`config.mk`:
```
export PLATFORM = sky130hd
export DESIGN_NAME = mem_arbiter_flat
export DESIGN_NICKNAME = d
export VERILOG_FILES = /design/src/rtl/mem_arbiter_if.sv /design/src/rtl/mem_arbiter.sv /design/src/flat_wrapper.sv
export SDC_FILE = /design/constraint.sdc
export NUM_CORES = 1
export LEC_CHECK = 0
export ABC_CLOCK_PERIOD_IN_PS = 1700
export BUFFER_PORTS_ARGS = -buffer_cell sky130_fd_sc_hd__buf_4
export CORE_MARGIN = 3
export CORE_UTILIZATION = 41
export CTS_CLUSTER_DIAMETER = 80
export DETAILED_ROUTE_END_ITERATION = 10
export PLACE_DENSITY = 0.76
export SETUP_SLACK_MARGIN = 0.2
export SLEW_MARGIN = 30
export SYNTH_ARGS = -nofsm -noshare
export SYNTH_HDL_FRONTEND = slang
export SYNTH_SLANG_ARGS = --single-unit
```
`constraint.sdc`:
```
create_clock -name clk -period 1.7 [get_ports clk]
set_input_delay 0 -clock clk [delete_from_list [all_inputs] [get_ports clk]]
set_output_delay 0 -clock clk [all_outputs]
set_load 0.01 [all_outputs]
```
`src/rtl/mem_arbiter_if.sv`:
```
// ---------------------------------------------------------------------------
// mem_arbiter_if
// Purpose : bundles the fetch port, the data port, the unified-memory port and
//           the busy flag of mem_arbiter into one interface.
// Modports:
//   master - the arbiter's view: takes fetch/data requests and memory
//            responses, drives completions, the memory request and busy.
//   slave  - the environment's view (requesters plus memory): the mirror image.
// Signals :
//   i_req/i_addr -> i_rdata/i_valid                   instruction fetch port
//   d_req/d_we/d_addr/d_wdata/d_wmask -> d_rdata/d_valid   load/store port
//   mem_req/mem_addr/mem_wdata/mem_wmask/mem_we <- mem_gnt/mem_rvalid/mem_rdata
//   busy                                              arbiter not idle
// ---------------------------------------------------------------------------
interface mem_arbiter_if #(
  parameter int ADDR_W = 32,
  parameter int DATA_W = 32
);
  // fetch port
  logic              i_req;
  logic [ADDR_W-1:0] i_addr;
  logic [DATA_W-1:0] i_rdata;
  logic              i_valid;
  // data port
  logic                d_req;
  logic                d_we;
  logic [ADDR_W-1:0]   d_addr;
  logic [DATA_W-1:0]   d_wdata;
  logic [DATA_W/8-1:0] d_wmask;
  logic [DATA_W-1:0]   d_rdata;
  logic                d_valid;
  // unified memory port
  logic                mem_req;
  logic [ADDR_W-1:0]   mem_addr;
  logic [DATA_W-1:0]   mem_wdata;
  logic [DATA_W/8-1:0] mem_wmask;
  logic                mem_we;
  logic                mem_gnt;
  logic                mem_rvalid;
  logic [DATA_W-1:0]   mem_rdata;
  // status
  logic busy;

  modport master (
    input  i_req, i_addr,
    output i_rdata, i_valid,
    input  d_req, d_we, d_addr, d_wdata, d_wmask,
    output d_rdata, d_valid,
    output mem_req, mem_addr, mem_wdata, mem_wmask, mem_we,
    input  mem_gnt, mem_rvalid, mem_rdata,
    output busy
  );

  modport slave (
    output i_req, i_addr,
    input  i_rdata, i_valid,
    output d_req, d_we, d_addr, d_wdata, d_wmask,
    input  d_rdata, d_valid,
    input  mem_req, mem_addr, mem_wdata, mem_wmask, mem_we,
    output mem_gnt, mem_rvalid, mem_rdata,
    input  busy
  );
endinterface

```
`src/rtl/mem_arbiter.sv`:
```
// ---------------------------------------------------------------------------
// mem_arbiter
// Purpose : shares one single-outstanding unified memory port between an
//           instruction-fetch requester and a load/store requester.
// Ports   :
//   clk  - clock, all state changes on the rising edge
//   rst  - synchronous, active-high reset
//   bus  - mem_arbiter_if.master (fetch port, data port, memory port, busy)
// Config  :
//   MEM_ARB_RR_EN undefined - data requester wins whenever both are pending.
//   MEM_ARB_RR_EN defined   - round-robin between the two requesters based on
//                             who was captured last (reset: fetch).
// Flow    : IDLE -> I_REQ/D_REQ (mem_req held until mem_gnt) -> I_WAIT/D_WAIT
//           (reads only, until mem_rvalid) -> RESP (one valid pulse) -> IDLE.
// ---------------------------------------------------------------------------
module mem_arbiter #(
  parameter int ADDR_W = 32,
  parameter int DATA_W = 32
) (
  input logic          clk,
  input logic          rst,
  mem_arbiter_if.master bus
);

  localparam logic [2:0] IDLE   = 3'd0;
  localparam logic [2:0] I_REQ  = 3'd1;
  localparam logic [2:0] D_REQ  = 3'd2;
  localparam logic [2:0] I_WAIT = 3'd3;
  localparam logic [2:0] D_WAIT = 3'd4;
  localparam logic [2:0] RESP   = 3'd5;

  logic [2:0]          state_q,     state_d;
  logic                mem_req_q,   mem_req_d;
  logic [ADDR_W-1:0]   mem_addr_q,  mem_addr_d;
  logic [DATA_W-1:0]   mem_wdata_q, mem_wdata_d;
  logic [DATA_W/8-1:0] mem_wmask_q, mem_wmask_d;
  logic                mem_we_q,    mem_we_d;
  logic [DATA_W-1:0]   i_rdata_q,   i_rdata_d;
  logic [DATA_W-1:0]   d_rdata_q,   d_rdata_d;
  logic                i_valid_q,   i_valid_d;
  logic                d_valid_q,   d_valid_d;
  // 1 = the transaction in flight belongs to the data port
  logic                owner_q,     owner_d;

  logic pick_data;   // selection made in IDLE when at least one req is up
  logic finish;      // transaction completes this cycle, RESP follows
  logic take_rdata;  // mem_rdata is the response for the transaction in flight

`ifdef MEM_ARB_RR_EN
  // 1 = data port was captured last; reset value points at fetch so the first
  // contended pick goes to data
  logic last_data_q, last_data_d;

  // With both pending, grant whoever was not captured last; a lone request
  // is always granted.
  assign pick_data = bus.d_req & (~bus.i_req | ~last_data_q);
`else
  assign pick_data = bus.d_req;
`endif

  always_comb begin
    state_d     = state_q;
    mem_req_d   = mem_req_q;
    mem_addr_d  = mem_addr_q;
    mem_wdata_d = mem_wdata_q;
    mem_wmask_d = mem_wmask_q;
    mem_we_d    = mem_we_q;
    i_rdata_d   = i_rdata_q;
    d_rdata_d   = d_rdata_q;
    owner_d     = owner_q;
    i_valid_d   = 1'b0;
    d_valid_d   = 1'b0;
    finish      = 1'b0;
    take_rdata  = 1'b0;
`ifdef MEM_ARB_RR_EN
    last_data_d = last_data_q;
`endif

    case (state_q)
      IDLE: begin
        if (bus.d_req || bus.i_req) begin
          mem_req_d = 1'b1;
`ifdef MEM_ARB_RR_EN
          last_data_d = pick_data;
`endif
          if (pick_data) begin
            mem_addr_d  = bus.d_addr;
            mem_wdata_d = bus.d_wdata;
            mem_wmask_d = bus.d_wmask;
            mem_we_d    = bus.d_we;
            owner_d     = 1'b1;
            state_d     = D_REQ;
          end else begin
            // fetches never write: clear the store-only fields
            mem_addr_d  = bus.i_addr;
            mem_wdata_d = '0;
            mem_wmask_d = '0;
            mem_we_d    = 1'b0;
            owner_d     = 1'b0;
            state_d     = I_REQ;
          end
        end
      end

      I_REQ, D_REQ: begin
        if (bus.mem_gnt) begin
          mem_req_d = 1'b0;
          if (mem_we_q) begin
            // stores complete on acceptance, no read response expected
            finish = 1'b1;
          end else if (bus.mem_rvalid) begin
            // zero-wait memory: response alongside the grant
            take_rdata = 1'b1;
            finish     = 1'b1;
          end else begin
            state_d = owner_q ? D_WAIT : I_WAIT;
          end
        end
      end

      I_WAIT, D_WAIT: begin
        if (bus.mem_rvalid) begin
          take_rdata = 1'b1;
          finish     = 1'b1;
        end
      end

      RESP: begin
        state_d = IDLE;
      end

      default: begin
        state_d   = IDLE;
        mem_req_d = 1'b0;
      end
    endcase

    if (take_rdata) begin
      if (owner_q) d_rdata_d = bus.mem_rdata;
      else         i_rdata_d = bus.mem_rdata;
    end

    // valid registers are loaded on the edge into RESP, so they are high
    // exactly for the RESP cycle
    if (finish) begin
      state_d   = RESP;
      d_valid_d = owner_q;
      i_valid_d = ~owner_q;
    end
  end

  always_ff @(posedge clk) begin
    if (rst) begin
      state_q     <= IDLE;
      mem_req_q   <= 1'b0;
      mem_addr_q  <= '0;
      mem_wdata_q <= '0;
      mem_wmask_q <= '0;
      mem_we_q    <= 1'b0;
      i_rdata_q   <= '0;
      d_rdata_q   <= '0;
      i_valid_q   <= 1'b0;
      d_valid_q   <= 1'b0;
      owner_q     <= 1'b0;
`ifdef MEM_ARB_RR_EN
      last_data_q <= 1'b0;
`endif
    end else begin
      state_q     <= state_d;
      mem_req_q   <= mem_req_d;
      mem_addr_q  <= mem_addr_d;
      mem_wdata_q <= mem_wdata_d;
      mem_wmask_q <= mem_wmask_d;
      mem_we_q    <= mem_we_d;
      i_rdata_q   <= i_rdata_d;
      d_rdata_q   <= d_rdata_d;
      i_valid_q   <= i_valid_d;
      d_valid_q   <= d_valid_d;
      owner_q     <= owner_d;
`ifdef MEM_ARB_RR_EN
      last_data_q <= last_data_d;
`endif
    end
  end

  assign bus.mem_req   = mem_req_q;
  assign bus.mem_addr  = mem_addr_q;
  assign bus.mem_wdata = mem_wdata_q;
  assign bus.mem_wmask = mem_wmask_q;
  assign bus.mem_we    = mem_we_q;
  assign bus.i_rdata   = i_rdata_q;
  assign bus.d_rdata   = d_rdata_q;
  assign bus.i_valid   = i_valid_q;
  assign bus.d_valid   = d_valid_q;
  assign bus.busy      = (state_q != IDLE);

endmodule

```
`src/flat_wrapper.sv`:
```
// flat-port wrapper written by rule: the top's interface ports become plain ports
module mem_arbiter_flat 
#(
  parameter int ADDR_W = 32,
  parameter int DATA_W = 32
)
  (clk, rst, bus_i_req, bus_i_addr, bus_i_rdata, bus_i_valid, bus_d_req, bus_d_we, bus_d_addr, bus_d_wdata, bus_d_wmask, bus_d_rdata, bus_d_valid, bus_mem_req, bus_mem_addr, bus_mem_wdata, bus_mem_wmask, bus_mem_we, bus_mem_gnt, bus_mem_rvalid, bus_mem_rdata, bus_busy);
  mem_arbiter_if #(.ADDR_W(ADDR_W), .DATA_W(DATA_W)) bus_i ();
  input logic clk;
  input logic rst;
  input wire logic [$bits(bus_i.i_req)-1:0] bus_i_req;
  input wire logic [$bits(bus_i.i_addr)-1:0] bus_i_addr;
  output wire logic [$bits(bus_i.i_rdata)-1:0] bus_i_rdata;
  output wire logic [$bits(bus_i.i_valid)-1:0] bus_i_valid;
  input wire logic [$bits(bus_i.d_req)-1:0] bus_d_req;
  input wire logic [$bits(bus_i.d_we)-1:0] bus_d_we;
  input wire logic [$bits(bus_i.d_addr)-1:0] bus_d_addr;
  input wire logic [$bits(bus_i.d_wdata)-1:0] bus_d_wdata;
  input wire logic [$bits(bus_i.d_wmask)-1:0] bus_d_wmask;
  output wire logic [$bits(bus_i.d_rdata)-1:0] bus_d_rdata;
  output wire logic [$bits(bus_i.d_valid)-1:0] bus_d_valid;
  output wire logic [$bits(bus_i.mem_req)-1:0] bus_mem_req;
  output wire logic [$bits(bus_i.mem_addr)-1:0] bus_mem_addr;
  output wire logic [$bits(bus_i.mem_wdata)-1:0] bus_mem_wdata;
  output wire logic [$bits(bus_i.mem_wmask)-1:0] bus_mem_wmask;
  output wire logic [$bits(bus_i.mem_we)-1:0] bus_mem_we;
  input wire logic [$bits(bus_i.mem_gnt)-1:0] bus_mem_gnt;
  input wire logic [$bits(bus_i.mem_rvalid)-1:0] bus_mem_rvalid;
  input wire logic [$bits(bus_i.mem_rdata)-1:0] bus_mem_rdata;
  output wire logic [$bits(bus_i.busy)-1:0] bus_busy;
  assign bus_i.i_req = bus_i_req;
  assign bus_i.i_addr = bus_i_addr;
  assign bus_i_rdata = bus_i.i_rdata;
  assign bus_i_valid = bus_i.i_valid;
  assign bus_i.d_req = bus_d_req;
  assign bus_i.d_we = bus_d_we;
  assign bus_i.d_addr = bus_d_addr;
  assign bus_i.d_wdata = bus_d_wdata;
  assign bus_i.d_wmask = bus_d_wmask;
  assign bus_d_rdata = bus_i.d_rdata;
  assign bus_d_valid = bus_i.d_valid;
  assign bus_mem_req = bus_i.mem_req;
  assign bus_mem_addr = bus_i.mem_addr;
  assign bus_mem_wdata = bus_i.mem_wdata;
  assign bus_mem_wmask = bus_i.mem_wmask;
  assign bus_mem_we = bus_i.mem_we;
  assign bus_i.mem_gnt = bus_mem_gnt;
  assign bus_i.mem_rvalid = bus_mem_rvalid;
  assign bus_i.mem_rdata = bus_mem_rdata;
  assign bus_busy = bus_i.busy;
  mem_arbiter #(.ADDR_W(ADDR_W), .DATA_W(DATA_W)) u_core (.clk(clk), .rst(rst), .bus(bus_i));
endmodule
```
==> results of run 1 <==
==> per-layer routing <==
metal	track usage	routed length, um
met2	0.499	12100
met5	0	0
met1	0.284	8280
met3	0.0748	2010
met4	0.140	1020
==> worst max-delay path, stage by stage (launching register included) <==
cell and delay (ps):
dfxtp_2 330, or2_4 270, buf_6 130, buf_4 130, nor3b_4 210, buf_6 210
buf_6 120, buf_8 110, a22oi_2 50, nor2_1 180
==> flip-flops by register name (all words and copies together) (netlist names) <==
name                  flops
u_core.bus.d_rdata       32
u_core.bus.d_valid        1
u_core.bus.i_rdata       32
u_core.bus.i_valid        1
u_core.bus.mem_addr      32
u_core.bus.mem_req        1
u_core.bus.mem_wdata     32
u_core.bus.mem_we         1
u_core.bus.mem_wmask      4
u_core.owner_q            1
u_core.state_q            3
==> where the power goes <==
part	internal, mW	switching (mW)
combinational	3.85	3.49
sequential	3.96	0.503
clock	2.31	1.42
==> through the flow <==
step	setup WS [ps]	total power, mW	setup TNS (ps)	utilization
after global routing	-178	16.1	-3270	0.822
final	-122	15.5	-583	0.822
after CTS	54.9	13.8	0	0.772
after floorplan	52.6	7.05	0	-
after detailed placement	25.6	8.76	0	0.600
after global placement	96.4	8.61	0	0.600
==> kinds of logic after synthesis <==
group	after synthesis	synth area share
AOI/OAI and AO/OA	87	0.119
muxes	97	0.182
buffers and inverters	48	0.0456
and+or+nand+nor	163	0.128
xor gates and xnor gates	1	0.00164
DFF	140	0.524
==> cell type report <==
cell class,instances,area [um2]
timing repair buffer,453,4120
sequential,140,2810
multi-input combinational,349,2670
fill,610,2250
clock buffer,22,484
tap,172,215
clock inverter,10,113
inverter,1,3.75
==> repair_timing <==
item	in CTS	in global routing
setup endpoints to repair	114	138
pin swaps	27	27
resized for setup	27	80
cloned	6	11
hold buffers	126	1
endpoints found under the hold margin	130	1
buffers inserted	9	12
==> cells in the mapped netlist (2+ instances only) <==
cell type / number
dfxtp_1: 140
nor2_1: 140
mux2i_1: 97
a22oi_1: 37
a211oi_1: 32
clkbuf_1: 26
buf_2: 12
a21oi_1: 6
buf_6: 5
nand2b_1: 4
nor3b_1: 4
buf_4: 3
nor3_1: 3
o21a_1: 3
o21ai_0: 3
a32oi_1: 2
nand2_1: 2
nand3_1: 2
==> layout by cell type (no fill, tap or decap), types with 4 or more instances in the layout <==
master	instances
a211oi_1	21
a211oi_2	11
a21oi_1	4
a22oi_1	12
a22oi_2	25
buf_12	5
buf_16	6
buf_4	288
buf_6	15
buf_8	5
clkbuf_16	24
clkbuf_8	4
clkinv_2	4
dfxtp_1	137
dlygate4sd3_1	127
mux2i_1	91
mux2i_2	6
nor2_1	127
nor2_2	11
==> how the worst max path moves through the flow <==
stage | from | cells past startpoint | endpoint
5_1_grt | u_core.state_q[1] | 9 | u_core.bus.mem_wdata[15]
3_3_place_gp | u_core.state_q[0] | 4 | u_core.bus.mem_wdata[0]
6_report | u_core.state_q[1] | 9 | u_core.bus.mem_wdata[15]
3_5_place_dp | u_core.state_q[0] | 6 | u_core.bus.mem_addr[12]
4_1_cts | u_core.state_q[1] | 9 | u_core.bus.mem_addr[26]
2_1_floorplan | u_core.state_q[0] | 7 | u_core.bus.mem_wdata[26]
==> flow_summary_export.csv, run 1 <==
group,metric,value,unit
outcome,outcome,"finished with violations",
outcome,violations,"negative setup slack",
clock_tree,tritoncts,"done",
global_route,grt_pass1_wl,30.9,mm
routing,ant_nets,0,
cells_and_area,drive_gt1_frac,0.448,
global_route,grt_usage,0.273,
setup_path,r2r_cells,9,
clock_tree,clkSinkCount,140,
cells_and_area,final-instance-count-excl-fill,1147,
floorplanning,core_area,12700,um2
yosys,synth_flop_cell,"dfxtp_1",
placed_design,dp.cells,950,
clock_tree,clockBufferDepth,2,
routing,wl,23.4,mm
floorplanning,io-pin-count,276,
setup_path,critPathKind,"flop to flop",
timing,skew,9.37,ps
placed_design,placed_area,7600,um2
hold_path,hp-start,"bus_i_addr[15]",
routing,vias,6067,
placed_design,gp_congestion,0.834,
yosys,synth_edf_count,0,
global_route,grt_antenna_before_repair,0,
setup_path,crit_arrival,2160,ps
setup_path,worstPathRequired,2040,ps
hold_path,hold_end,"u_core.bus.mem_addr[15]",
setup_path,crit_path_start_kind,"flop",
global_route,first_global_vias,6070,
job,maxCapViolations,0,
placed_design,port_buffers,275,
setup_path,reg2reg_from,"u_core.state_q[1]",
hold_path,hold_depth,3,
yosys,ys_seq_elements,140,
timing,final-hold-violation-count,0,
placed_design,place_hpwl,11.0,mm
floorplanning,start_util,0.422,
clock_tree,cts_buffers,17,
yosys,synth_area,5350,um2
timing,tightest_slew,661,ps
timing,setup_violations,19,
floorplanning,rows,41,
setup_path,critPathMaxFanout,7,
global_route,overflow,0,
cells_and_area,nets,1101,
setup_path,cp-end-kind,"flop",
setup_path,worstReg2RegEnd,"u_core.bus.mem_wdata[15]",
cells_and_area,diodes,0,
timing,grt_setup_unrepaired,"yes",
power,vdd_drop_max,0.872,mV
yosys,synth_area_leaders,"dfxtp_1, mux2i_1, nor2_1, a22oi_1, a211oi_1",
yosys,synth_warnings,0,
yosys,synth_cells,536,
routing,firstDrtPassIters,5,
yosys,synth_nets,675,
cells_and_area,syn2layout_area_growth,94.8,%
timing,period_share,1.07,
timing,hold_ws,26.6,ps
routing,vias_per_cell,5.29,
yosys,synth.avg_cell_area,9.98,um2
yosys,netlist.area_leader.share,0.524,
timing,max_freq,549,MHz
power,power_density,1490,nW/um2
timing,layout_setup_ws,-122,ps
routing,drt_iter0_markers,531,
hold_path,min_path_type,"primary input to flop",
clock_tree,cts-root-buf,"clkbuf_16",
power,leakage,4.82,nW
timing,slew_headroom,0.559,
yosys,yosysSeqAreaShare,0.524,
global_route,grt_max_degree,86,
floorplanning,die_h,120,um
floorplanning,die_x,120,um
timing,final_max_slew_viol_count,0,
clock_tree,clk_latency,420,ps
clock_tree,clkTransAtPathRegs,60,ps
yosys,ys_types,33,
clock_tree,htree_levels,4,
routing,wl_per_cell,20.4,um
setup_path,r2r_slack,-120,ps
timing,min_period,1820,ps
routing,drc,0,
cells_and_area,final_design_area_no_fill,10400,um2
yosys,synth_area_leader_cell,"dfxtp_1",
floorplanning,dieArea,14400,um2
yosys,synth-async-reset-ratio,0,
(Power assumes the default switching activity.)
==> inputs of run 2 (changes only) <==
- PLACE_DENSITY: 0.76 -> 0.81
==> flow_summary_export.csv, run 2 (synthesis gave the netlist of run 1 again) <==
group,metric,value,unit
cells_and_area,finish.utilization,0.846,
routing,drc,0,
floorplanning,io-pin-count,276,
clock_tree,clk_latency,430,ps
cells_and_area,final_common_cell,"buf_4",
routing,vias,6383,
floorplanning,core_area,12700,um2
clock_tree,clockBufferDepth,2,
placed_design,port_buffers,275,
power,sequentialPowerShare,0.278,
timing,grt_setup_unrepaired,"yes",
global_route,grt_max_degree,64,
placed_design,place_hpwl,11.0,mm
cells_and_area,syn2layout_area_growth,101,%
setup_path,crit_arrival,2160,ps
routing,vias_per_cell,5.51,
routing,drt_iter0_markers,530,
cells_and_area,nets,1111,
timing,skew,14.2,ps
floorplanning,die_h,120,um
cells_and_area,final_design_area_no_fill,10700,um2
setup_path,cp-end-kind,"flop",
setup_path,critPathMaxFanout,8,
clock_tree,htree_levels,4,
setup_path,startpoint,"u_core.state_q[1]",
clock_tree,cts_buffers,17,
hold_path,hp-start,"bus_mem_rvalid",
clock_tree,cts-root-buf,"clkbuf_16",
power,p_int,10.4,mW
power,comb_power_share,0.467,
power,p_switching,5.85,mW
setup_path,reg2reg_from,"u_core.state_q[1]",
timing,layout_setup_ws,-145,ps
timing,min_period,1850,ps
timing,tightest_slew,886,ps
timing,hold_ws,113,ps
power,vdd_drop_max,1.05,mV
floorplanning,start_util,0.422,
cells_and_area,final-instance-count-excl-fill,1158,
timing,period_share,1.09,
power,finalPower,16.2,mW
floorplanning,die_x,120,um
timing,final-hold-violation-count,0,
power,leakage,4.88,nW
placed_design,gp_congestion,0.766,
global_route,grt_pass1_wl,32.8,mm
job,maxCapViolations,0,
clock_tree,clkTransAtPathRegs,70,ps
setup_path,worstPathRequired,2010,ps
cells_and_area,fillCellCount,553,
cells_and_area,drive_gt1_frac,0.467,
cells_and_area,final_cell_mix,"buf_4, dfxtp_1, dlygate4sd3_1",
floorplanning,dieArea,14400,um2
timing,slew_headroom,0.407,
power,p_clk_frac,0.254,
global_route,grt_antenna_before_repair,2,
global_route,overflow,0,
placed_design,dp.cells,952,
global_route,first_global_vias,6437,
floorplanning,rows,41,
timing,max_freq,542,MHz
setup_path,crit_path_start_kind,"flop",
routing,ant_nets,0,
timing,final_max_slew_viol_count,0,
routing,wl,26.4,mm
clock_tree,tritoncts,"done",
power,p_sw_frac,0.360,
clock_tree,clkSinkCount,140,
outcome,violations,"negative setup slack",
placed_design,placed_area,7630,um2
outcome,outcome,"finished with violations",
timing,final.setup.tns,-635,ps
hold_path,min_path_type,"primary input to flop",
placed_design,pre_cts_slack,4.05,ps
global_route,grt_usage,0.289,
routing,firstDrtPassIters,5,
timing,setup_violations,22,
routing,wl_per_cell,22.8,um
power,power_density,1510,nW/um2
setup_path,critPathKind,"flop to flop",
-- run 2: cell count changes in the layout (fill, tap and decap cells not counted), moves of 4 or more --
cell | previous run | this run
a211oi_1 | 21 | 12
a22oi_2 | 25 | 37
clkbuf_8 | 4 | 0
a22oi_1 | 12 | 0
nor2_4 | 2 | 7
dlygate4sd3_1 | 127 | 134
mux2i_2 | 6 | 10
mux2i_1 | 91 | 85
nor2_2 | 11 | 3
a211oi_2 | 11 | 20
clkinv_4 | 1 | 5
-- run 2: metal layers --
| metal | part of all wire | routed length (um) | up-vias | GRT usage |
|---|---|---|---|---|
| li1 | - | - | 2759 | - |
| met1 | 0.34 | 9040 | 3073 | 0.302 |
| met2 | 0.51 | 13600 | 413 | 0.521 |
| met3 | 0.079 | 2080 | 138 | 0.0842 |
| met4 | 0.064 | 1700 | 0 | 0.151 |
| met5 | 0 | 0 | - | 0 |
-- run 2: path summary, 6_finish.rpt --
check | endpoint | slack, ps | depth (start not counted)
max | u_core.bus.mem_addr[13] | -150 | 7
min | u_core.state_q[2] | 110 | 4
min reg2reg | u_core.bus.d_rdata[7] | 500 | 2
max reg2reg | u_core.bus.mem_addr[13] | -150 | 7
-- run 2: cell type report --
cell class              instances  area (um2)  share of cell area
clock inverters                13         216              0.0202
multi-input cells             352        2840               0.265
clock buffers                  18         429              0.0400
well taps                     172         215              0.0201
inverters                       1        3.75            0.000350
repair buffers                460        4200               0.392
flip-flops and latches        140        2810               0.262
diodes                          2        5.00            0.000467
-- run 2: critical path, cell delays in order, from the launching register on --
cell       delay, ps
dfxtp_4          370
or2_4            260
buf_6            150
nor3_4           230
buf_6            200
clkbuf_16        180
nor2_1            60
a211oi_1         280
-- run 2: what timing repair did --
action | 4_1_cts | 5_1_grt
gates cloned | 9 | 12
setup buffers | 13 | 5
setup endpoints to repair | 124 | 140
gates resized for setup | 34 | 96
hold buffers | 134 | 0
endpoints found under the hold margin | 140 | 0
pin swaps | 22 | 43
-- run 2: power groups by stage --
stage	Combinational, mW	Clock (mW)	Sequential (mW)
finish	7.59	4.13	4.52
global placement	4.23	0	4.37
floorplan	2.42	0	4.63
global route	7.85	4.27	4.57
CTS	5.55	4.09	4.35
detailed placement	4.37	0	4.40
